$ cat config.mk
export PLATFORM = sky130hd
export DESIGN_NAME = led_matrix_scan
export DESIGN_NICKNAME = d
export VERILOG_FILES = /design/src/rtl/led_matrix_pkg.sv /design/src/rtl/led_frame_buf.sv /design/src/rtl/led_matrix_scan.sv
export SDC_FILE = /design/constraint.sdc
export NUM_CORES = 1
export LEC_CHECK = 0
export CORE_UTILIZATION = 55
export DETAILED_ROUTE_END_ITERATION = 10
export GPL_TIMING_DRIVEN = 0
export PLACE_DENSITY = 0.8
export SETUP_SLACK_MARGIN = 0.5
export SYNTH_ARGS = -nofsm -noshare
export SYNTH_HDL_FRONTEND = slang
export SYNTH_SLANG_ARGS = --single-unit
$ cat constraint.sdc
create_clock -name clk -period 8.4 [get_ports clk]
set_input_delay 2.52 -clock clk [delete_from_list [all_inputs] [get_ports clk]]
set_output_delay 2.52 -clock clk [all_outputs]
set_load 0.01 [all_outputs]
$ cat src/rtl/led_matrix_pkg.sv
// Shared types and constants for the 4x4 LED matrix scanner.
package led_matrix_pkg;

    localparam int ROWS      = 4;
    localparam int COLS      = 4;
    localparam int ROW_W     = 2;
    localparam int COL_W     = 2;
    localparam int PIX_IDX_W = 4;

    typedef enum logic {
        BLANK = 1'b0,
        ON    = 1'b1
    } scan_state_t;

    function automatic logic [ROWS-1:0] onehot4(input logic [ROW_W-1:0] row);
        return 4'b0001 << row;
    endfunction

endpackage

$ cat src/rtl/led_frame_buf.sv
// Double-banked 16-pixel brightness store: one write port, one combinational row read.
module led_frame_buf
    import led_matrix_pkg::*;
#(
    parameter int PWM_BITS = 4
) (
    input  logic                               clk_i,
    input  logic                               rst_i,
    input  logic                               wr_en_i,
    input  logic [PIX_IDX_W-1:0]               wr_addr_i,
    input  logic [PWM_BITS-1:0]                wr_data_i,
    input  logic                               wr_bank_i,
    input  logic                               rd_bank_i,
    input  logic [ROW_W-1:0]                   rd_row_i,
    output logic [COLS-1:0][PWM_BITS-1:0]      rd_pix_o
);

    logic [PWM_BITS-1:0] mem_q [2][ROWS*COLS];

    always_ff @(posedge clk_i or posedge rst_i) begin
        if (rst_i) begin
            for (int b = 0; b < 2; b++) begin
                for (int p = 0; p < ROWS*COLS; p++) begin
                    mem_q[b][p] <= '0;
                end
            end
        end else if (wr_en_i) begin
            mem_q[wr_bank_i][wr_addr_i] <= wr_data_i;
        end
    end

    // Pixel index is row*4+col, so the row number forms the upper address bits.
    always_comb begin
        rd_pix_o = '0;
        for (int c = 0; c < COLS; c++) begin
            rd_pix_o[c] = mem_q[rd_bank_i][{rd_row_i, COL_W'(c)}];
        end
    end

endmodule

$ cat src/rtl/led_matrix_scan.sv
// Row-multiplexed PWM scanner for the 4x4 LED matrix with a double-buffered frame store.
module led_matrix_scan
    import led_matrix_pkg::*;
#(
    parameter int PRESCALE    = 3000,
    parameter int PWM_BITS    = 4,
    parameter int BLANK_TICKS = 2
) (
    input  logic                  clk,
    input  logic                  rst,
    input  logic                  en,
    input  logic                  wr_en,
    input  logic [PIX_IDX_W-1:0]  wr_addr,
    input  logic [PWM_BITS-1:0]   wr_data,
    input  logic                  swap_req,
    output logic                  swap_done,
    output logic                  frame_start,
    output logic [ROWS-1:0]       aled,
    output logic [COLS-1:0]       kled_oe
);

    localparam int PRE_W = (PRESCALE > 1) ? $clog2(PRESCALE) : 1;
    localparam int BLK_W = $clog2(BLANK_TICKS + 1);
    localparam logic [PRE_W-1:0]    PRE_LAST  = PRE_W'(PRESCALE - 1);
    localparam logic [BLK_W-1:0]    BLK_LAST  = BLK_W'(BLANK_TICKS - 1);
    localparam logic [PWM_BITS-1:0] SLOT_LAST = PWM_BITS'((1 << PWM_BITS) - 2);

    scan_state_t           state_q, state_d;
    logic [ROW_W-1:0]      row_q, row_d;
    logic [PWM_BITS-1:0]   slot_q, slot_d;
    logic [PRE_W-1:0]      presc_q, presc_d;
    logic [BLK_W-1:0]      blank_q, blank_d;
    logic                  swap_pend_q, swap_pend_d;
    logic                  front_sel_q, front_sel_d;
    logic                  first_q, first_d;
    logic [ROWS-1:0]       aled_q, aled_d;
    logic [COLS-1:0]       kled_q, kled_d;
    logic                  swap_done_q, swap_done_d;
    logic                  frame_start_q, frame_start_d;
    logic                  tick;
    logic                  boundary;
    logic [COLS-1:0][PWM_BITS-1:0] row_pix;

    led_frame_buf #(
        .PWM_BITS (PWM_BITS)
    ) u_frame_buf (
        .clk_i     (clk),
        .rst_i     (rst),
        .wr_en_i   (wr_en),
        .wr_addr_i (wr_addr),
        .wr_data_i (wr_data),
        .wr_bank_i (!front_sel_q),
        .rd_bank_i (front_sel_q),
        .rd_row_i  (row_q),
        .rd_pix_o  (row_pix)
    );

    assign tick     = (presc_q == PRE_LAST);
    assign boundary = en && tick && (state_q == ON) && (slot_q == SLOT_LAST)
                      && (row_q == ROW_W'(ROWS - 1));

    always_comb begin
        state_d       = state_q;
        row_d         = row_q;
        slot_d        = slot_q;
        blank_d       = blank_q;
        presc_d       = tick ? '0 : presc_q + PRE_W'(1);
        first_d       = 1'b0;
        swap_pend_d   = swap_pend_q | swap_req;
        front_sel_d   = front_sel_q;
        swap_done_d   = 1'b0;

        if (!en) begin
            state_d = BLANK;
            row_d   = '0;
            slot_d  = '0;
            blank_d = '0;
            presc_d = '0;
            first_d = 1'b1;
        end else if (tick) begin
            unique case (state_q)
                BLANK: begin
                    if (blank_q == BLK_LAST) begin
                        state_d = ON;
                        slot_d  = '0;
                        blank_d = '0;
                    end else begin
                        blank_d = blank_q + BLK_W'(1);
                    end
                end
                ON: begin
                    if (slot_q == SLOT_LAST) begin
                        state_d = BLANK;
                        row_d   = row_q + ROW_W'(1);
                        first_d = 1'b1;
                    end else begin
                        slot_d = slot_q + PWM_BITS'(1);
                    end
                end
            endcase
        end

        // A request arriving on the boundary cycle itself is honoured immediately.
        if (boundary && swap_pend_d) begin
            front_sel_d = !front_sel_q;
            swap_pend_d = 1'b0;
            swap_done_d = 1'b1;
        end

        frame_start_d = en && first_q && (state_q == BLANK) && (row_q == '0);
        aled_d        = (en && state_q == ON) ? onehot4(row_q) : '0;
        kled_d        = '0;
        for (int c = 0; c < COLS; c++) begin
            kled_d[c] = en && (state_q == ON) && (row_pix[c] > slot_q);
        end
    end

    always_ff @(posedge clk or posedge rst) begin
        if (rst) begin
            state_q       <= BLANK;
            row_q         <= '0;
            slot_q        <= '0;
            presc_q       <= '0;
            blank_q       <= '0;
            swap_pend_q   <= 1'b0;
            front_sel_q   <= 1'b0;
            first_q       <= 1'b1;
            aled_q        <= '0;
            kled_q        <= '0;
            swap_done_q   <= 1'b0;
            frame_start_q <= 1'b0;
        end else begin
            state_q       <= state_d;
            row_q         <= row_d;
            slot_q        <= slot_d;
            presc_q       <= presc_d;
            blank_q       <= blank_d;
            swap_pend_q   <= swap_pend_d;
            front_sel_q   <= front_sel_d;
            first_q       <= first_d;
            aled_q        <= aled_d;
            kled_q        <= kled_d;
            swap_done_q   <= swap_done_d;
            frame_start_q <= frame_start_d;
        end
    end

    assign aled        = aled_q;
    assign kled_oe     = kled_q;
    assign swap_done   = swap_done_q;
    assign frame_start = frame_start_q;

endmodule

### Yosys cells after proc, flatten, opt, wreduce, memory -nomap -nowiden

Cells that the tools add are included.

| operators by class | value |
|---|---|
| reduce and logical (&&, ||, !) cells | 20 |
| multiply operators | 0 |
| shift operators | 1 |
| eq/ne operators | 10 |
| multiplexer cells | 47 |
| add/sub/neg operators | 4 |
| order comparisons | 13 |
| divide/modulo/power cells | 0 |
| bitwise logic cells | 9 |

Operators with widths:

| operator | count |
|---|---|
| 64-bit two-way mux | 4 |
| 128-bit bitwise mux | 1 |
| 4-bit binary-select mux with 4-bit select | 4 |
| 64-bit demux with 1-bit select | 1 |
| 4-bit two-way mux | 14 |
| 5-bit greater-or-equal comparator, second input constant | 5 |
| 4-bit NOT with 5-bit output | 5 |
| 12-bit two-way mux | 2 |
| 4-bit demux with 4-bit select | 1 |
| 4-bit greater-than comparator | 4 |
| 2-bit two-way mux | 8 |
| 1-bit logical AND | 15 |
| 12-bit by 1-bit adder with 12-bit output, second input constant | 1 |
| 12-bit == test, second input constant | 1 |
| 1-bit two-way mux | 10 |
| 4-bit one-hot mux with 2 select lines | 1 |
| 2-bit by 1-bit inequality test with 1-bit output, second input constant | 3 |
| 3-bit inequality test, second input constant | 2 |
| 3-bit AND reduction | 2 |
| 5-bit by 1-bit < comparator with 1-bit output, second input constant | 1 |
| 2-bit by 1-bit adder with 2-bit output, second input constant | 2 |
| 4-bit by 1-bit adder with 4-bit output, second input constant | 1 |
| 4-bit == test, second input constant | 1 |
| 2-bit greater-or-equal comparator, second input constant | 2 |
| 12 further kinds | 13 |

| word-level totals | value |
|---|---|
| memories | 0 |
| flip-flop bits (word level) | 162 |
| bits in read-only memories | 0 |
| output and inout port bits | 10 |
| input port bits | 13 |
| logic and storage cells | 148 |
| latch bits | 0 |
| bits in writable memories | 0 |

### Longest topological paths before layout

| depth | value |
|---|---|
| word-level depth | 9 |
| gate-level depth with buffers | 11 |
| gate-level depth less buffers | 8 |

### Modules after synthesis

From an unflattened synthesis, not the netlist that was laid out.

| unflattened totals | value |
|---|---|
| cell total of the unflattened synthesis | 569 |
| area, all modules | 7,956.4 um2 |

Modules (own cells, without submodules):

| module | cells each | area an instance (um2) | sequential area each (um2) | instances |
|---|---|---|---|---|
| led_frame_buf | 378 | 5,973.2 | 3,203.1 | 1 |
| led_matrix_scan | 191 | 1,983.2 | 852.1 | 1 |

### Least setup slack after synthesis

Ideal clock, no wire load.

| path | value |
|---|---|
| path type | in2reg |
| start | input wr_addr[1] |
| end | register u_frame_buf.mem_q[68] (netlist name) |
| stages on the path | 5 |
| setup time | 0.125 ns |
| slack | 4.603 ns |
| arrival | 3.672 ns |
| data required time | 8.275 ns |
| path buffers | 1 |
| path through | buf_2 nor2b_1 nand3_1 nor2_1 mux2_2 |

| between the ends | value |
|---|---|
| longest elaborated chain between the ends | 8 |
| elaborated cells between the ends (all ways) | 9 |

RTL lines:

| item | line | text |
|---|---|---|
| from (decl) | led_matrix_scan.sv:13 | `input logic [PIX_IDX_W-1:0] wr_addr,` |
| 4-bit NOT with 5-bit output (not written as such) * | led_frame_buf.sv:28 | `mem_q[wr_bank_i][wr_addr_i] <= wr_data_i;` |
| 5-bit greater-or-equal comparator (not written as such) or 5-bit by 1-bit < comparator with 1-bit output (tied branches) | led_frame_buf.sv:28 |  |
| 1-bit logical AND (not written as such) | led_frame_buf.sv:28 |  |
| 4-bit two-way mux (not written as such) | led_frame_buf.sv:28 |  |
| 4-bit demux with 4-bit select * | led_frame_buf.sv:28 |  |
| 64-bit two-way mux (not written as such) * | led_frame_buf.sv:28 |  |
| 64-bit demux with 1-bit select * | led_frame_buf.sv:28 |  |
| 128-bit bitwise mux * | led_frame_buf.sv:28 |  |
| to (signal, indexed assignment) | led_frame_buf.sv:28 |  |
| to (decl) | led_frame_buf.sv:18 | `logic [PWM_BITS-1:0] mem_q [2][ROWS*COLS];` |

Every way passes the cells marked *; elsewhere a longest branch is shown, timed or not.
A chain may end at the register's enable or synchronous reset.

==> summary.md <==
| Metric | Value |
|---|---|
| Yosys reg bits | 162 |
| Inserted Diodes | 0 |
| P_int | 1.47 mW |
| DRT antenna net count | 0 |
| Remaining DRCs | 0 |
| Num CTS Buffers | 17 |
| First-pass detailed-route iteration total | 5 |
| Final setup vio count | 0 |
| RR Startpoint | row_q[0] |
| HPWL Detailed | 12400 microns |
| Synthesized instance count | 588 |
| CTS tree | yes |
| Syn Nets | 624 |
| Via Count | 5168 |
| Core area | 13900 sq um |
| Worst min path class | flop to flop |
| Detailed router's first-iteration violation count | 416 |
| Worst reg2reg path depth | 11 |
| IO buf count | 20 |
| CTS H-tree depth | 4 |
| Net Sw Frac | 21.9% |
| Post-CTS Setup Repair Bufs | 0 |
| Post-route cell area | 8930 sq um |
| Synth async-reset ratio | 100% |
| DP Worst Slack | 3.73 ns |
| CTS Buffer Depth | 2 |
| Utilization after layout | 64.3% |
| Final period utilization | 51.6% |
| Vias in the first global route | 5332 |
| Post-synth EDFFs | 0 |
| Hold Path Origin | u_frame_buf.mem_q[34] |
| Area growth syn-to-layout | 14.3% |
| Synth warnings | 0 |
| Syn Area/Cell | 13.3 sq um |
| Largest stage delay, worst path | 0.84 ns |
| Hold WS | 0.500 ns |
| Most frequent cells in the layout | 161 x dfrtp_1, 124 x mux2_2, 62 x nand2_1 |
| Final WS setup | 4.07 ns |
| NetSw | 412 uW |
| Maximum vdd drop | 0.204 mV |
| Worst-path cell chain | clkdlybuf4s50_1, nand2b_2, nor4_1, mux2_2 |
| Final Max Tran Viols | 0 |
| Initial core utilization | 56.3% |
| Worst-path clk slew | 0.06 ns |
| Final Hold Vio Count | 0 |
| Clock network latency to the later pin of the worst-skew pair | 0.44 ns |
| Slowest stage cell, crit path | nor4_1 |
| Cell area after synthesis | 7810 sq um |
| Grt ovf | 0 |
| Leakage Power | 4.07 nW |
| Setup tns final | 0 ns |
| Sequential share of power | 47.4% |
| R2R setup slack | 5.31 ns |
| Logic gate share of total power | 7.2% |
| Worst-margin pin slew | 0.988 ns |
| # hold bufs at CTS | 0 |
| Antenna violations before repair | 0 |
| Post-cts sizing count | 0 |
| Worst min-delay path endpoint | u_frame_buf.mem_q[34] |
| Die area | 14700 sq um |
| Pwr/cell area | 211 nW/um^2 |
| DR WL/cell | 22.5 microns |
| Critical Path Fanout Max | 7 |
| Total wire length | 18500 microns |
| Hold Crit Depth | 1 |
| Status | finished, final reports clean |
| Critical path class | primary input to flop |
| RD Place Congestion | 0.869 |
| Die Span X | 121 microns |
| Placed cell areas | 8270 sq um |
| Fmax achieved | 0.231 GHz |
| First-pass GRT wire length | 29300 microns |
| Period minus WS final | 4.33 ns |
| FILL cells | 1012 |
| DR vias/cell | 6.29 |
| Most common cell after layout, fill and taps aside | dfrtp_1 |
| CP Launch Type | primary input |
| Gr usage total | 27.7% |
| Layout Skew | 0.0112 ns |
| CP arrival | 4.65 ns |
| I/O pin count | 23 |
| Delay-heaviest family, CP | simple AND/OR/NAND/NOR gates |
| Fin nets | 664 |
| Slew HR | 33.5% |
| Clock sink count | 162 |
| Yosys cell types | 46 |
| Share of layout cells above drive strength 1 | 32.9% |
| Unrepaired setup endpoints after global routing | false |
| Cell Rows | 43 |
| Critical path endpoint category | flop |
| Sequential-to-total area share from yosys stat | 51.9% |
| Die Span Y | 121 microns |
| Clk root buf | clkbuf_16 |
| Post-synth top flop | dfrtp_1 |
| RR Endpoint | kled_oe[2] |
| Max Cap Viol | 0 |
| Largest net degree at the start of global routing | 85 |
| Worst path required time | 8.72 ns |
| Bufs and invs on worst path | 1 |
| Clock network power share | 45.4% |
## power by group through the flow
stage,registers [mW],clock network [mW],logic (mW)
final,0.893,0.855,0.136
after global routing,0.900,0.893,0.148
after CTS,0.891,0.859,0.137
after detailed placement,0.904,0,0.136
after global placement,0.898,0,0.126
after floorplan,0.891,0,0.102
## state kept, by name, indices dropped and copies added, names as in the netlist
signal / count
front_sel_q: 1
u_frame_buf.mem_q: 128
presc_q: 12
swap_pend_q: 1
blank_q: 2
frame_start: 1
slot_q: 4
row_q: 2
aled: 4
first_q: 1
kled_oe: 4
swap_done: 1
state_q: 1
## area by class of cell
cell class	instances	area [sq um]	area share (%)
Sequential cell	162	4060	45.4
Multi-Input combinational cell	384	3580	40.1
Clock buffer	24	512	5.73
Timing Repair Buffer	21	228	2.55
Tap cell	180	225	2.52
Clock inverter	8	146	1.64
Buffer	29	124	1.39
Inverter	13	53.8	0.603
## routing by layer
layer	routed length (microns)	GRT usage, %
met1	7490	34.5
met2	9380	45.9
met3	1030	6.11
met4	558	13.0
met5	0	0
## synthesized netlist by cell type (2+ instances only)
| cell type | instances | area (sq um) |
|---|---|---|
| ha_1 | 23 | 288 |
| or4b_1 | 2 | 20.0 |
| and4b_1 | 2 | 20.0 |
| inv_1 | 12 | 45.0 |
| and3_1 | 9 | 56.3 |
| mux2i_1 | 6 | 60.1 |
| o21a_1 | 4 | 30.0 |
| o21ai_0 | 5 | 25.0 |
| nand2b_1 | 4 | 25.0 |
| mux2_2 | 124 | 1400 |
| buf_2 | 9 | 45.0 |
| o31ai_1 | 2 | 15.0 |
| dfrtp_1 | 161 | 4030 |
| mux4_2 | 32 | 721 |
| nand4_1 | 8 | 50.1 |
| a41o_1 | 3 | 30.0 |
| nor4_1 | 3 | 18.8 |
| mux2_4 | 4 | 60.1 |
| o211ai_1 | 5 | 37.5 |
| nor2_1 | 30 | 113 |
| nand3_1 | 10 | 50.1 |
| xnor2_1 | 5 | 43.8 |
| xor2_1 | 6 | 52.6 |
| nand2_1 | 62 | 233 |
| nor2b_1 | 5 | 31.3 |
| nor3_1 | 9 | 45.0 |
| a21oi_1 | 5 | 25.0 |
| nor3b_2 | 2 | 25.0 |
| clkbuf_1 | 19 | 71.3 |
## metrics by stage
| stage | cells | power [mW] |
|---|---|---|
| 3_3_place_gp | 788 | 1.02 |
| 3_5_place_dp | 789 | 1.04 |
| 6_report | 821 | 1.88 |
| 2_1_floorplan | 588 | 0.992 |
| 4_1_cts | 821 | 1.89 |
| 5_1_grt | 821 | 1.94 |
## worst max-delay path by stage
stage                          start                     to  slack (ns)  cells past startpoint
after floorplan                  rst                aled[0]        1.51                      1
after global placement           rst  u_frame_buf.mem_q[23]       -0.23                      2
after detailed placement  wr_addr[3]  u_frame_buf.mem_q[79]        3.73                      4
after CTS                      wr_en  u_frame_buf.mem_q[50]        4.16                      4
after global routing           wr_en  u_frame_buf.mem_q[50]        4.03                      4
final                          wr_en  u_frame_buf.mem_q[50]        4.07                      4
## cell families after synthesis
kind of cell	synth area share, %
buf+inv	2.21
xor+xnor	1.23
flops	51.9
mux	28.6
simple gates	9.75
compound gates	2.58
fa+ha+maj	3.68
(Power assumes the default switching activity.)
